[src/rtl/hvac_pkg.sv]
// Shared types and default thresholds for the HVAC zone scheduler.
package hvac_pkg;

  typedef enum logic [1:0] {
    IDLE  = 2'd0,
    SERVE = 2'd1,
    DEAD  = 2'd2
  } state_e;

  typedef enum logic [1:0] {
    OFF  = 2'd0,
    HEAT = 2'd1,
    COOL = 2'd2
  } mode_e;

  localparam int LOW_TH_DEF  = 18;
  localparam int TARGET_DEF  = 20;
  localparam int HIGH_TH_DEF = 22;

endpackage

[src/rtl/zone_rr_picker.sv]
// Combinational round-robin pick: first requesting zone at or above ptr, wrapping.
module zone_rr_picker #(
  parameter int NUM_ZONES = 4,
  parameter int IDX_W     = $clog2(NUM_ZONES)
) (
  input  logic [NUM_ZONES-1:0] req,
  input  logic [IDX_W-1:0]     ptr,
  output logic                 valid,
  output logic [IDX_W-1:0]     pick
);

  logic [2*NUM_ZONES-1:0] req_dbl;
  logic [NUM_ZONES-1:0]   rot;
  logic [IDX_W-1:0]       offset;
  logic [IDX_W:0]         sum;

  // Rotating a doubled vector puts zone ptr at bit 0, so the lowest set bit is the winner.
  assign req_dbl = {req, req} >> ptr;
  assign rot     = req_dbl[NUM_ZONES-1:0];

  always_comb begin
    valid  = 1'b0;
    offset = '0;
    for (int j = NUM_ZONES - 1; j >= 0; j--) begin
      if (rot[j]) begin
        valid  = 1'b1;
        offset = IDX_W'(j);
      end
    end
  end

  always_comb begin
    sum = {1'b0, ptr} + {1'b0, offset};
    if (sum >= (IDX_W+1)'(NUM_ZONES)) sum = sum - (IDX_W+1)'(NUM_ZONES);
    pick = sum[IDX_W-1:0];
  end

endmodule

[src/rtl/hvac_zone_scheduler.sv]
// Time-shares one heat/cool plant across zones: hysteresis demand, round-robin grant,
// min/max on-time and a fixed all-off dead time between grants. All outputs registered.
module hvac_zone_scheduler
  import hvac_pkg::*;
#(
  parameter int NUM_ZONES   = 4,
  parameter int TEMP_W      = 5,
  parameter int LOW_TH      = LOW_TH_DEF,
  parameter int HIGH_TH     = HIGH_TH_DEF,
  parameter int TARGET      = TARGET_DEF,
  parameter int MIN_ON      = 8,
  parameter int MAX_ON      = 32,
  parameter int DEAD_CYCLES = 4
) (
  input  logic                         clk,
  input  logic                         rst_n,
  input  logic                         enable,
  input  logic [NUM_ZONES*TEMP_W-1:0]  temp_flat,
  output logic [NUM_ZONES-1:0]         zone_sel,
  output logic                         heating,
  output logic                         cooling,
  output logic [$clog2(NUM_ZONES)-1:0] active_zone,
  output logic                         busy
);

  localparam int IDX_W   = $clog2(NUM_ZONES);
  localparam int CNT_MAX = (MAX_ON > DEAD_CYCLES) ? MAX_ON : DEAD_CYCLES;
  localparam int CNT_W   = $clog2(CNT_MAX + 1);

  state_e               state_q, state_d;
  mode_e                mode_q, mode_d;
  logic [IDX_W-1:0]     rr_ptr_q, rr_ptr_d;
  logic [CNT_W-1:0]     cnt_q, cnt_d;
  logic [NUM_ZONES-1:0] sel_d;
  logic                 heat_d, cool_d, busy_d;
  logic [IDX_W-1:0]     act_d;

  logic [TEMP_W-1:0]    temps [NUM_ZONES];
  logic [NUM_ZONES-1:0] heat_req, cool_req, req;
  logic                 pick_valid;
  logic [IDX_W-1:0]     pick;
  logic                 satisfied, other_req, exit_serve;

  always_comb begin
    for (int i = 0; i < NUM_ZONES; i++) begin
      temps[i]    = temp_flat[i*TEMP_W +: TEMP_W];
      heat_req[i] = temps[i] <= TEMP_W'(LOW_TH);
      cool_req[i] = temps[i] >= TEMP_W'(HIGH_TH);
    end
  end

  assign req = heat_req | cool_req;

  zone_rr_picker #(
    .NUM_ZONES (NUM_ZONES),
    .IDX_W     (IDX_W)
  ) u_picker (
    .req   (req),
    .ptr   (rr_ptr_q),
    .valid (pick_valid),
    .pick  (pick)
  );

  // Satisfaction follows the mode latched at grant, not the zone's current request.
  assign satisfied = (mode_q == HEAT) ? (temps[active_zone] >= TEMP_W'(TARGET))
                                      : (temps[active_zone] <= TEMP_W'(TARGET));
  assign other_req  = |(req & ~zone_sel);
  assign exit_serve = !enable
                   || (satisfied && cnt_q >= CNT_W'(MIN_ON - 1))
                   || (other_req && cnt_q >= CNT_W'(MAX_ON - 1));

  always_comb begin
    state_d  = state_q;
    mode_d   = mode_q;
    rr_ptr_d = rr_ptr_q;
    cnt_d    = cnt_q;
    sel_d    = zone_sel;
    heat_d   = heating;
    cool_d   = cooling;
    act_d    = active_zone;
    busy_d   = busy;
    case (state_q)
      IDLE: begin
        if (enable && pick_valid) begin
          state_d = SERVE;
          sel_d   = {{(NUM_ZONES-1){1'b0}}, 1'b1} << pick;
          act_d   = pick;
          heat_d  = heat_req[pick];
          cool_d  = cool_req[pick];
          mode_d  = heat_req[pick] ? HEAT : COOL;
          cnt_d   = '0;
          busy_d  = 1'b1;
        end
      end
      SERVE: begin
        if (exit_serve) begin
          state_d  = DEAD;
          mode_d   = OFF;
          sel_d    = '0;
          heat_d   = 1'b0;
          cool_d   = 1'b0;
          cnt_d    = '0;
          rr_ptr_d = (active_zone == IDX_W'(NUM_ZONES - 1)) ? '0 : active_zone + 1'b1;
        end else if (cnt_q < CNT_W'(MAX_ON)) begin
          cnt_d = cnt_q + 1'b1;
        end
      end
      DEAD: begin
        if (cnt_q >= CNT_W'(DEAD_CYCLES - 1)) begin
          state_d = IDLE;
          cnt_d   = '0;
          busy_d  = 1'b0;
        end else begin
          cnt_d = cnt_q + 1'b1;
        end
      end
      default: begin
        state_d = IDLE;
        mode_d  = OFF;
        sel_d   = '0;
        heat_d  = 1'b0;
        cool_d  = 1'b0;
        cnt_d   = '0;
        busy_d  = 1'b0;
      end
    endcase
  end

  always_ff @(posedge clk or negedge rst_n) begin
    if (!rst_n) begin
      state_q     <= IDLE;
      mode_q      <= OFF;
      rr_ptr_q    <= '0;
      cnt_q       <= '0;
      zone_sel    <= '0;
      heating     <= 1'b0;
      cooling     <= 1'b0;
      active_zone <= '0;
      busy        <= 1'b0;
    end else begin
      state_q     <= state_d;
      mode_q      <= mode_d;
      rr_ptr_q    <= rr_ptr_d;
      cnt_q       <= cnt_d;
      zone_sel    <= sel_d;
      heating     <= heat_d;
      cooling     <= cool_d;
      active_zone <= act_d;
      busy        <= busy_d;
    end
  end

endmodule

[config.mk]
export PLATFORM = sky130hd
export DESIGN_NAME = hvac_zone_scheduler
export DESIGN_NICKNAME = d
export VERILOG_FILES = /design/src/rtl/hvac_pkg.sv /design/src/rtl/zone_rr_picker.sv /design/src/rtl/hvac_zone_scheduler.sv
export SDC_FILE = /design/constraint.sdc
export NUM_CORES = 1
export LEC_CHECK = 0
export BUFFER_PORTS_ARGS = -buffer_cell sky130_fd_sc_hd__buf_2
export CAP_MARGIN = 20
export CORE_ASPECT_RATIO = 2
export CORE_MARGIN = 5
export CORE_UTILIZATION = 55
export DETAILED_ROUTE_END_ITERATION = 8
export GPL_ROUTABILITY_DRIVEN = 0
export PLACE_DENSITY_LB_ADDON = 0.25
export SLEW_MARGIN = 20
export SYNTH_ARGS = -nofsm -noshare
export SYNTH_HDL_FRONTEND = slang
export SYNTH_SLANG_ARGS = --single-unit
[constraint.sdc]
create_clock -name clk -period 2.5 [get_ports clk]
set_input_delay 0.375 -clock clk [delete_from_list [all_inputs] [get_ports clk]]
set_output_delay 0.375 -clock clk [all_outputs]
set_load 0.005 [all_outputs]
Yosys cells after proc, flatten, opt, wreduce, memory -nomap -nowiden
Index checks and enable logic that the tools add are counted.
{ "classes": {"n_mux": 42, "bitwise_logic": 6, "order_cmp": 17, "n_eq_ne": 8, "n_reduce_logical": 14, "n_addsub": 4, "n_shift": 2} }
{ "ops": {"columns": ["cell", "n"], "rows": [
  ["$ge A5 B5 Y1 const B", 5],
  ["$le A5 B5 Y1 const B", 5],
  ["$mux W2", 12],
  ["$mux W6", 4],
  ["$pmux W6 S3", 1],
  ["$mux W1", 12],
  ["$pmux W2 S3", 2],
  ["$pmux W4 S3", 1],
  ["$bmux W5 S2", 1],
  ["$mux W5", 2],
  ["$pmux W1 S3", 3],
  ["$reduce_and A3 Y1", 3],
  ["$mux W4", 2],
  ["$shr A8 B2 Y4", 1],
  ["$add A6 B1 Y6 const B", 1],
  ["$ge A3 B3 Y1 const B", 2],
  ["$ge A6 B2 Y1 const B", 1],
  ["$ge A6 B3 Y1 const B", 1],
  ["$ge A6 B5 Y1 const B", 1],
  ["$lt A6 B6 Y1 const B", 1],
  ["$ne A2 B2 Y1 const B", 3],
  ["$reduce_and A2 Y1", 3],
  ["$and A4 B4 Y4", 1],
  ["$bmux W1 S2", 2],
  ["other kinds (17)", 23]
]} }
{ "word_totals": {"input_bits": 23, "elab_cells": 102, "register_bits": 21} }

Logic depth before layout (Yosys ltp)
Gate-level depths: netlist of the first run.
{ "depth": {"word_depth": 15, "mapped_depth": 12, "ltp_nobuf": 11} }

Hierarchy
Synthesis of the first run repeated with hierarchy kept, for this count alone.
{ "hier_totals": {"cells_unflattened": 182, "area_unflattened_um2": 1591.5} }
{ "by_module_without_submodules": {"columns": ["mod", "area_each_um2", "n_inst", "seq_area_each_um2", "cells_each"], "rows": [
  ["hvac_zone_scheduler", 1411.4, 1, 500.5, 159],
  ["zone_rr_picker", 180.2, 1, 0.0, 23]
]} }

Worst setup path after synthesis of the first run
Ideal clock, no wire load.
{ "synth_timing": {"kind": "in2reg", "start": "input port temp_flat[17]", "end": "register mode_q[0]", "path_slack_ps": 36, "cell_stages": 12, "arrival_ps": 2343, "n_path_buf": 1, "setup_time_ps": 121, "path_cell_list": "nand3b_1 a21oi_1 nand2_1 nor3b_1 a21oi_1 o21ai_0 ha_1 clkbuf_1 nand2_1 o22ai_1 mux2i_1 a22o_1"} }
{ "synth_between": {"elab_chain_cells": 15, "elab_cells_between_ends": 37, "cone_classes": "add/sub: 2; order compare: 5; eq/ne: 2; shift: 1; mux: 18; bitwise: 2; reduce/logical: 7"} }
{ "synth_rtl": {"columns": ["item", "line_no", "source"], "rows": [
  ["start, declared", "hvac_zone_scheduler.sv:18", "input logic [NUM_ZONES*TEMP_W-1:0] temp_flat,"],
  ["$le A5 B5 Y1 / $ge A5 B5 Y1 (equally long branches)", "hvac_zone_scheduler.sv:47, hvac_zone_scheduler.sv:48", null],
  ["$or A4 B4 Y4 (*)", "hvac_zone_scheduler.sv:52", "assign req = heat_req | cool_req;"],
  ["$shr A8 B2 Y4 (*)", "zone_rr_picker.sv:18", "assign req_dbl = {req, req} >> ptr;"],
  ["$mux W2 (3 in series)", "zone_rr_picker.sv:25", "if (rot[j]) begin"],
  ["$mux W2 (*)", "zone_rr_picker.sv:25", null],
  ["$add A2 B2 Y3 (*)", "zone_rr_picker.sv:33", "sum = {1'b0, ptr} + {1'b0, offset};"],
  ["$ge A3 B3 Y1 / $sub A2 B1 Y2 (equally long branches)", "zone_rr_picker.sv:34", "if (sum >= (IDX_W+1)'(NUM_ZONES)) sum = sum - (IDX_W+1)'(NUM_ZONES);"],
  ["$mux W2 (*)", "zone_rr_picker.sv:34", null],
  ["via pick[0]", "hvac_zone_scheduler.sv:41", "logic [IDX_W-1:0] pick;"],
  ["$bmux W1 S2 (*)", "hvac_zone_scheduler.sv:90", "mode_d = heat_req[pick] ? HEAT : COOL;"],
  ["$mux W1 (implied by the code) (*)", "hvac_zone_scheduler.sv:90", null],
  ["$mux W2 (*)", "hvac_zone_scheduler.sv:90", null],
  ["$mux W2 (*)", "hvac_zone_scheduler.sv:84", "if (enable && pick_valid) begin"],
  ["$pmux W2 S3 (*)", "hvac_zone_scheduler.sv:82", "case (state_q)"],
  ["end signal, assigned", "hvac_zone_scheduler.sv:142", "mode_q <= mode_d;"],
  ["end, declared", "hvac_zone_scheduler.sv:31", "mode_e mode_q, mode_d;"]
]} }
The timed path passes the listed nets; every way through them passes the cells marked *. The select of a mux whose other input is x is not followed.
A chain may end at the register's enable or synchronous reset.

Worst setup path in the final report of the first run
{ "layout_timing": {"start": "register active_zone[0]", "end": "register mode_q[0]"} }
{ "layout_between": {"elab_chain_cells": 11, "elab_cells_between_ends": 12, "cone_classes": "order compare: 2; eq/ne: 1; mux: 4; bitwise: 1; reduce/logical: 4"} }
{ "layout_rtl": {"columns": ["item", "line_no", "source"], "rows": [
  ["start, declared", "hvac_zone_scheduler.sv:22", "output logic [$clog2(NUM_ZONES)-1:0] active_zone,"],
  ["start signal, assigned", "hvac_zone_scheduler.sv:148", "active_zone <= act_d;"],
  ["$not A2 Y3 (implied by the code) (*)", "hvac_zone_scheduler.sv:65, hvac_zone_scheduler.sv:66", null],
  ["$bmux W5 S2 (*)", "hvac_zone_scheduler.sv:65, hvac_zone_scheduler.sv:66", null],
  ["$mux W5 (implied by the code) (*) (2 in series)", "hvac_zone_scheduler.sv:65, hvac_zone_scheduler.sv:66", null],
  ["$le A5 B5 Y1 / $ge A5 B5 Y1 (equally long branches)", "hvac_zone_scheduler.sv:66, hvac_zone_scheduler.sv:65", null],
  ["$mux W1 (*)", "hvac_zone_scheduler.sv:65", "assign satisfied = (mode_q == HEAT) ? (temps[active_zone] >= TEMP_W'(TARGET))"],
  ["$logic_and A1 B1 Y1 (*)", "hvac_zone_scheduler.sv:69", "|| (satisfied && cnt_q >= CNT_W'(MIN_ON - 1))"],
  ["$logic_or A1 B1 Y1 (*)", "hvac_zone_scheduler.sv:69", null],
  ["$logic_or A1 B1 Y1 (*)", "hvac_zone_scheduler.sv:70", "|| (other_req && cnt_q >= CNT_W'(MAX_ON - 1));"],
  ["$ne A2 B2 Y1 (no source line) (*)", null, null],
  ["$reduce_and A3 Y1 (no source line) (*)", null, null]
]} }
Every way passes the cells marked *; elsewhere a longest branch is shown, timed or not. The select of a mux whose other input is x is not followed.

==> impl_metrics.toml, run 1 <==
[floorplanning]
start_util_pct = 57.1
die_w_um = 47.9
floorplan.rows = 27
ios = 32
coreArea_um2 = 2770
die-area_um2 = 4110
dieHeight_um = 85.8

[hold_path]
hp-class = "in -> async"

[placement]
hpwl_um = 3970
place_worst_setup_slack_ns = -0.0846
io_buffers = 31

[cells_and_area]
syn2layout_area_growth_pct = 26.3
num-fill-cells = 230
fin_nets = 272
postLayoutCoreUtil_pct = 72.1
n_antenna_cell = 0
regArea_um2 = 500
drive_above_1_share_pct = 28.9
multi_input_area_um2 = 1040

[power]
p_sw_share_pct = 43.3
netSwitchingPower_uw = 798
seqPwrFrac_pct = 30.6
intPower_mw = 1.04
p_per_area_nw_per_um2 = 921
p_comb_share_pct = 56.3
finalPower_mw = 1.84
leakagePower_nw = 0.910
pwr-share-clk_pct = 13.1
peakVddDrop_mv = 0.656

[timing]
finalMaxSlewViolations = 0
min_period_ns = 2.38
finalHoldViolations = 0
rsz0062_at_grt = "no"
finalCritPeriodShare_pct = 95.1
finalSetupViolCount = 0
max_freq_mhz = 421
worstMarginPinSlew_ns = 0.455
slew_headroom_pct = 69.7
tns_ns = 0
skew_ns = 0.00480
setup_slack_ns = 0.123

[clock_network]
path_clk_slew_ns = 0.07
clk_latency_ns = 0.26
tritoncts = "built"
clock-root-buffer = "clkbuf_8"
cts_num_sinks = 20
htree_levels = 1
cts_buffer_depth = 2
numCtsBuffers = 3

[global_routing]
grt_pass1_vias = 1802
grt_max_degree = 21
grt_usage_pct = 25.9
antenna_found_initial = 0
grt_pass1_wl_um = 7770
gr-total-overflow = 0

[run_status]
status = "completed"

[critical_path]
crit_family = "simple AND/OR/NAND/NOR gates"
path_buf_inv = 0
critical_path.max_fanout = 8
cp-start-kind = "flop"
crit_path_end_kind = "flop"
crit_chain = "or3b_1 > o22ai_2 > a211o_2 > a31oi_2 > and3_2 > or3_1 > a22o_1"
max_stage_delay_ns = 0.47
cp.required_ns = 2.64
setup.worst_path.class = "reg -> reg"
rr_worst_depth = 7
cp_num_cells = 7
crit_slowest_cell = "dfrtp_1"
critical_path_arrival_ns = 2.52

[detailed_routing]
wl_um = 4850
drc = 0
ant_nets = 0
wl_per_cell_um = 17.9
first_iter_violations = 93
drtPass1Iterations = 5
vias_per_cell = 6.64
via_count = 1799

[yosys]
synth-seq-area-share_pct = 31.6
synth_top_cell_by_area = "dfrtp_1"
synth.area.top_cells = "dfrtp_1 32%, a21oi_1 4.7%, ha_1 4.7%"
postSynthCellCount = 188
ys_seq_elements = 20
async_flop_share_pct = 100
yosysWarnings = 0
synth_edf_count = 0
synth_top_area_share_pct = 31.6
synth_cell_types = 50
synth_area_per_cell_um2 = 8.41
synthesis.nets = 217
syn-cell-area_um2 = 1580
synth_flop_cell = "dfrtp_1"
synth_commonest_cells = "20 x dfrtp_1, 20 x nand2_1, 15 x a21oi_1, 11 x o21ai_1"

[job]
drv_cap = 0
-- cells in the final DEF (no fill, tap or decap), drive strengths merged, types with 6 or more instances in the layout --
cell type  instances
buf               54
nand2             20
dfrtp             20
o21ai             17
a21oi             15
inv                9
nor2               9
nand2b             7
nor2b              6
ha                 6
o22ai              6
-- timing repair --
item	in CTS	in global routing
setup endpoints to repair	0	8
resized for setup	0	6
setup buffers	0	0
hold buffers	0	0
-- kinds of logic (layout without fill, tap and decap cells) --
group | after synthesis | in the layout | share of synthesized area [%]
AOI/OAI and AO/OA | 77 | 77 | 33.4
xor gates and xnor gates | 2 | 2 | 1.58
adders and majority gates | 6 | 6 | 4.75
buffers and inverters | 13 | 67 | 3.64
DFF | 20 | 20 | 31.6
muxes | 5 | 5 | 3.32
and+or+nand+nor | 65 | 65 | 21.7
-- layout make-up --
class / instances / area share, %
clock buffers: 4 / 2.76
inverters: 9 / 1.69
multi-input cells: 155 / 52.3
flip-flops and latches: 20 / 25.0
well taps: 29 / 1.82
repair buffers: 54 / 16.4
-- stage by stage --
stage / area, um^2 / hold WS [ns] / std cells
CTS: 1980 / 0.0638 / 271
finish: 2000 / 0.0549 / 271
floorplan: 1580 / 0.0794 / 188
global route: 2000 / 0.0818 / 271
global placement: 1920 / 0.334 / 267
detailed placement: 1920 / 0.346 / 267
-- flip-flops by register name, summed over array words and instances, names as in the netlist --
signal / cells
active_zone: 2
busy: 1
state_q: 2
cooling: 1
mode_q: 2
cnt_q: 6
rr_ptr_q: 2
zone_sel: 4
-- worst register-to-register path, stage by stage, from the launching register on --
cell and delay, ns:
dfrtp_1 0.47, or3b_1 0.42, o22ai_2 0.15, a211o_2 0.13
a31oi_2 0.13, and3_2 0.27, or3_1 0.43, a22o_1 0.27
-- power by group through the flow --
stage	Clock [mW]	Sequential (mW)	Combinational (mW)
2_1_floorplan	0	0.537	0.645
3_3_place_gp	0	0.554	0.959
3_5_place_dp	0	0.565	1.00
4_1_cts	0.249	0.559	1.01
5_1_grt	0.263	0.578	1.14
6_report	0.242	0.562	1.04
-- per-layer routing --
| metal | share of wire, % | routed length (um) | global-route usage [%] |
|---|---|---|---|
| met4 | 5.7 | 277 | 15.7 |
| met3 | 4.8 | 235 | 2.10 |
| met2 | 57 | 2780 | 48.9 |
| met1 | 32 | 1550 | 23.4 |
| met5 | 0 | 0 | 0 |
-- worst paths after layout --
path                                start          to  slack, ns
max                        active_zone[0]   mode_q[0]       0.12
min                                 rst_n  state_q[1]       0.05
max reg2reg                active_zone[0]   mode_q[0]       0.12
min reg2reg                     mode_q[1]   mode_q[1]       0.51
max in group asynchronous           rst_n   mode_q[0]       2.13
min in group clk                mode_q[1]   mode_q[1]       0.51
No activity file was read; power rests on OpenSTA's default activity.
==> run 2, diff against run 1 <==
--- a/config.mk
+++ b/config.mk
@@ -9,11 +9,11 @@
 export CAP_MARGIN = 20
 export CORE_ASPECT_RATIO = 2
 export CORE_MARGIN = 5
-export CORE_UTILIZATION = 55
+export CORE_UTILIZATION = 59
 export DETAILED_ROUTE_END_ITERATION = 8
 export GPL_ROUTABILITY_DRIVEN = 0
+export HOLD_SLACK_MARGIN = 0.02
 export PLACE_DENSITY_LB_ADDON = 0.25
-export SLEW_MARGIN = 20
 export SYNTH_ARGS = -nofsm -noshare
 export SYNTH_HDL_FRONTEND = slang
 export SYNTH_SLANG_ARGS = --single-unit
==> constraint.sdc (replaced) <==
create_clock -name clk -period 2.78 [get_ports clk]
set_input_delay 0.417 -clock clk [delete_from_list [all_inputs] [get_ports clk]]
set_output_delay 0.417 -clock clk [all_outputs]
set_load 0.005 [all_outputs]
==> run 2 against run 1 <==
Effect of this change: count of clock-buffer cells in the layout is 1 lower; global-route usage hardly changed; design area down 8.0%; highest routed layer unchanged; register-to-register slack better by 0.13 ns; largest power group unchanged; setup slack better by 0.056 ns; via count fell by 6.7%; critical path type is now in -> reg; sequential share of layout area rose by 2.2 points; non-clock buffer count fell by 17; core utilization decreased by 0.56 points; final cell count decreased by 7.0%; flip-flop and latch count is the same; power down 14%.
==> impl_metrics.toml, run 2 (synthesized netlist as in run 1, its figures left out) <==
[timing]
finalCritPeriodShare_pct = 93.5
rsz0062_at_grt = "no"
finalSetupViolCount = 0
whs_ns = 0.0961
finalHoldViolations = 0
setup_slack_ns = 0.179
min_period_ns = 2.60
slew_headroom_pct = 50.8
worstMarginPinSlew_ns = 0.728
max_freq_mhz = 385
skew_ns = 0.00413
finalMaxSlewViolations = 0

[detailed_routing]
wl_um = 4670
drtPass1Iterations = 4
vias_per_cell = 6.66
drc = 0
wl_per_cell_um = 18.5
first_iter_violations = 95
via_count = 1679
ant_nets = 0

[floorplanning]
die-area_um2 = 3880
ios = 32
coreArea_um2 = 2570
start_util_pct = 61.5
floorplan.rows = 26
dieHeight_um = 83.2
die_w_um = 46.6

[global_routing]
grt_pass1_vias = 1701
antenna_found_initial = 0
grt_pass1_wl_um = 7550
grt_usage_pct = 25.9
gr-total-overflow = 0
grt_max_degree = 21

[critical_path]
cp-start-kind = "input pin"
r2r-start = "active_zone[0]"
setup.worst_path.class = "in -> reg"
max_stage_delay_ns = 0.33
r2r-end = "cnt_q[4]"
worst-r2r-setup-slack_ns = 0.25
critical_path_arrival_ns = 2.73
cp_common_cell = "a21oi_1"
crit_path_end_kind = "flop"
crit_chain = "buf_2 > nand3b_1 > a21oi_1 > nand2_1 > nor3b_1 > a21oi_1 > o21ai_0 > ha_1 > xnor2_1 > xnor2_2 > buf_4 > o31ai_2"
rr_worst_depth = 8
cp.required_ns = 2.91
crit_slowest_cell = "o31ai_2"
critical_path.max_fanout = 6

[placement]
place_worst_setup_slack_ns = -0.0340
dp.cells = 249
post_dp_cell_area_um2 = 1790
io_buffers = 31
hpwl_um = 3700

[cells_and_area]
drive_above_1_share_pct = 21.4
fin_area_um2 = 1840
n_antenna_cell = 0
fin_nets = 255
final_cell_mix = "31 x buf_2, 20 x nand2_1, 20 x dfrtp_1"
final_common_cell = "buf_2"
final_cell_count_no_fill = 252
top_regs = "cnt_q: 6 flops, zone_sel: 4 flops"
largest_register_ffs = 6
largest-register = "cnt_q"
syn2layout_area_growth_pct = 16.3

[hold_path]
hp-class = "in -> async"

[power]
peakVddDrop_mv = 0.534
leakagePower_nw = 0.820
p_per_area_nw_per_um2 = 863
finalPower_mw = 1.59

[clock_network]
cts_buffer_depth = 2
numCtsBuffers = 3
htree_levels = 1
post_cts_buffers = 0
clock-root-buffer = "clkbuf_8"
clk_latency_ns = 0.26
cts_num_sinks = 20
path_clk_slew_ns = 0.07
tritoncts = "built"

[run_status]
status = "completed"

[job]
drv_cap = 0
run 2: cell type report:
class,count,area [um^2]
Clock buffer,3,41.3
Fill cell,217,731
Inverter,9,33.8
Multi-Input combinational cell,155,1030
Sequential cell,20,500
Tap cell,28,35.0
Timing Repair Buffer,37,200
run 2: critical path: cells and delay by family:
family	cells	cell delay (ns)
xor gates and xnor gates	2	0.39
and+or+nand+nor	3	0.46
buffers and inverters	2	0.32
AOI/OAI and AO/OA	4	0.95
adders and majority gates	1	0.21
run 2: worst max-delay path by stage:
stage	end	slack, ns	startpoint
2_1_floorplan	mode_q[0]	0.27	temp_flat[17]
4_1_cts	zone_sel[2]	0.15	temp_flat[17]
3_3_place_gp	zone_sel[2]	0.07	temp_flat[17]
6_report	zone_sel[2]	0.18	temp_flat[17]
3_5_place_dp	zone_sel[2]	-0.03	temp_flat[17]
5_1_grt	cnt_q[4]	0.03	active_zone[0]
run 2: stage by stage:
| stage | TNS [ns] | util (%) |
|---|---|---|
| CTS | 0 | 71.4 |
| finish | 0 | 71.6 |
| floorplan | 0 | - |
| global placement | 0 | 69.8 |
| global route | 0 | 71.6 |
| detailed placement | -0.0409 | 69.8 |
run 2: routing by layer:
metal | global-route usage (%) | part of all wire [%] | vias to the layer above
met1 | 26.4 | 34 | 801
li1 | - | - | 797
met5 | 0 | 0 | -
met2 | 46.2 | 58 | 62
met3 | 2.81 | 4.5 | 19
met4 | 14.9 | 3.9 | 0
run 2: report_power, final:
group          switching, mW  internal (mW)
clock                 0.0907         0.0965
combinational          0.503          0.381
sequential             0.124          0.392
total                  0.717          0.869
run 2: timing repair:
| item | in CTS | in global routing |
|---|---|---|
| hold buffers | 0 | 0 |
| endpoints found under the setup margin | 0 | 1 |
| gates resized for setup | 0 | 1 |
==> run 3, diff against run 2 <==
--- a/config.mk
+++ b/config.mk
@@ -9,7 +9,8 @@
 export CAP_MARGIN = 20
 export CORE_ASPECT_RATIO = 2
 export CORE_MARGIN = 5
-export CORE_UTILIZATION = 59
+export CORE_UTILIZATION = 60
+export CTS_BUF_LIST = sky130_fd_sc_hd__clkbuf_4 sky130_fd_sc_hd__clkbuf_8
 export DETAILED_ROUTE_END_ITERATION = 8
 export GPL_ROUTABILITY_DRIVEN = 0
 export HOLD_SLACK_MARGIN = 0.02
==> run 3 against run 2 <==
Effect of this change: routed wire length about the same; power up 4.9%; global-route usage up 2.0 points; non-clock buffer count unchanged; design area up 1.4%; first-iteration DRC count down 19%; register-to-register slack worse by 0.02 ns; critical endpoint is now cnt_q[4]; largest cell class unchanged; highest routed layer unchanged.
==> impl_metrics.toml, run 3 (synthesized netlist as in run 1, its figures left out) <==
[hold_path]
hp-class = "in -> async"

[critical_path]
r2r-end = "cnt_q[4]"
cp-start-kind = "flop"
critical_path.max_fanout = 10
crit_chain = "or3b_1 > o22ai_2 > a31oi_1 > a31oi_2 > and3_2 > o21a_1 > nand2_1 > o31ai_1"
worst-r2r-setup-slack_ns = 0.23
r2r-start = "active_zone[0]"
setup.worst_path.class = "reg -> reg"
crit_path_end_kind = "flop"
crit_family = "compound AO/OA/AOI/OAI gates"
max_stage_delay_ns = 0.52
crit_slowest_cell = "dfrtp_1"
cp.required_ns = 2.95
critical_path_arrival_ns = 2.72
path_buf_inv = 0
rr_worst_depth = 8

[power]
finalPower_mw = 1.67
p_per_area_nw_per_um2 = 893
peakVddDrop_mv = 0.619
leakagePower_nw = 0.832

[placement]
hpwl_um = 3660
post_dp_cell_area_um2 = 1790
io_buffers = 31
place_worst_setup_slack_ns = 0.0849

[clock_network]
tritoncts = "built"
htree_levels = 1
path_clk_slew_ns = 0.07
numCtsBuffers = 3
cts_num_sinks = 20
clock-root-buffer = "clkbuf_8"
cts_buffer_depth = 2
clk_latency_ns = 0.26

[global_routing]
antenna_found_initial = 0
grt_usage_pct = 27.9
grt_pass1_vias = 1739
gr-total-overflow = 0
grt_pass1_wl_um = 7780
grt_max_degree = 21

[timing]
skew_ns = 0.00255
finalMaxSlewViolations = 0
finalHoldViolations = 0
finalSetupViolCount = 0
worstMarginPinSlew_ns = 0.758
setup_slack_ns = 0.231
rsz0062_at_grt = "no"
tns_ns = 0
max_freq_mhz = 392
slew_headroom_pct = 48.7
finalCritPeriodShare_pct = 91.7
min_period_ns = 2.55

[cells_and_area]
fin_nets = 255
largest_register_ffs = 6
syn2layout_area_growth_pct = 18.0
top_regs = "cnt_q: 6 flops, zone_sel: 4 flops"
fin_area_um2 = 1870
final_cell_mix = "31 x buf_2, 20 x nand2_1, 20 x dfrtp_1"
drive_above_1_share_pct = 21.8
n_antenna_cell = 0
largest-register = "cnt_q"
final_common_cell = "buf_2"
postLayoutCoreUtil_pct = 73.5

[floorplanning]
dieHeight_um = 82.6
coreArea_um2 = 2540
die-area_um2 = 3830
floorplan.rows = 26
ios = 32
die_w_um = 46.3
start_util_pct = 62.3

[detailed_routing]
first_iter_violations = 77
wl_per_cell_um = 18.4
via_count = 1674
drtPass1Iterations = 4
wl_um = 4670
ant_nets = 0
vias_per_cell = 6.62
drc = 0

[job]
drv_cap = 0

[run_status]
status = "completed"
run 3: cell count changes in the layout (fill, tap and decap cells not counted):
| cell | previous run | this run |
|---|---|---|
| and3_1 | 1 | 0 |
| o31ai_2 | 1 | 0 |
| o31ai_1 | 3 | 4 |
| bufinv_16 | 0 | 1 |
| and3_2 | 0 | 1 |
run 3: final cells by class:
cell class,count,area [um^2]
multi-input combinational,155,1020
fill,187,672
sequential,20,500
timing repair buffer,37,200
clock buffer,3,41.3
tap,28,35.0
inverter,9,33.8
clock inverter,1,30.0
run 3: worst max-delay path by stage:
stage                   startpoint        end  cells after the start
floorplan            temp_flat[17]  mode_q[0]                     12
global placement     temp_flat[12]  mode_q[0]                     10
detailed placement   temp_flat[12]  mode_q[0]                     10
CTS                 active_zone[0]   cnt_q[3]                      8
global route        active_zone[0]   cnt_q[4]                      8
finish              active_zone[0]   cnt_q[4]                      8
run 3: repair_timing:
item	4_1_cts	5_1_grt
setup endpoints to repair	0	1
resized for setup	0	1
hold buffers	0	0
setup buffers	0	0
run 3: per-stage QoR:
step	hold WS [ns]	instances
after CTS	0.106	253
after detailed placement	0.382	249
after global routing	0.116	253
after global placement	0.375	249
after floorplan	0.121	188
final	0.0862	253
run 3: metal layers:
| layer | share of wire (%) | GRT usage (%) | vias up |
|---|---|---|---|
| li1 | - | - | 789 |
| met1 | 34 | 26.5 | 792 |
| met2 | 57 | 52.9 | 72 |
| met3 | 3.9 | 1.52 | 21 |
| met4 | 5.5 | 18.8 | 0 |
| met5 | 0 | 0 | - |
run 3: power by group:
part	switching (mW)	total (mW)	internal, mW
logic	0.481	0.861	0.379
clock network	0.0961	0.288	0.192
registers	0.125	0.516	0.391
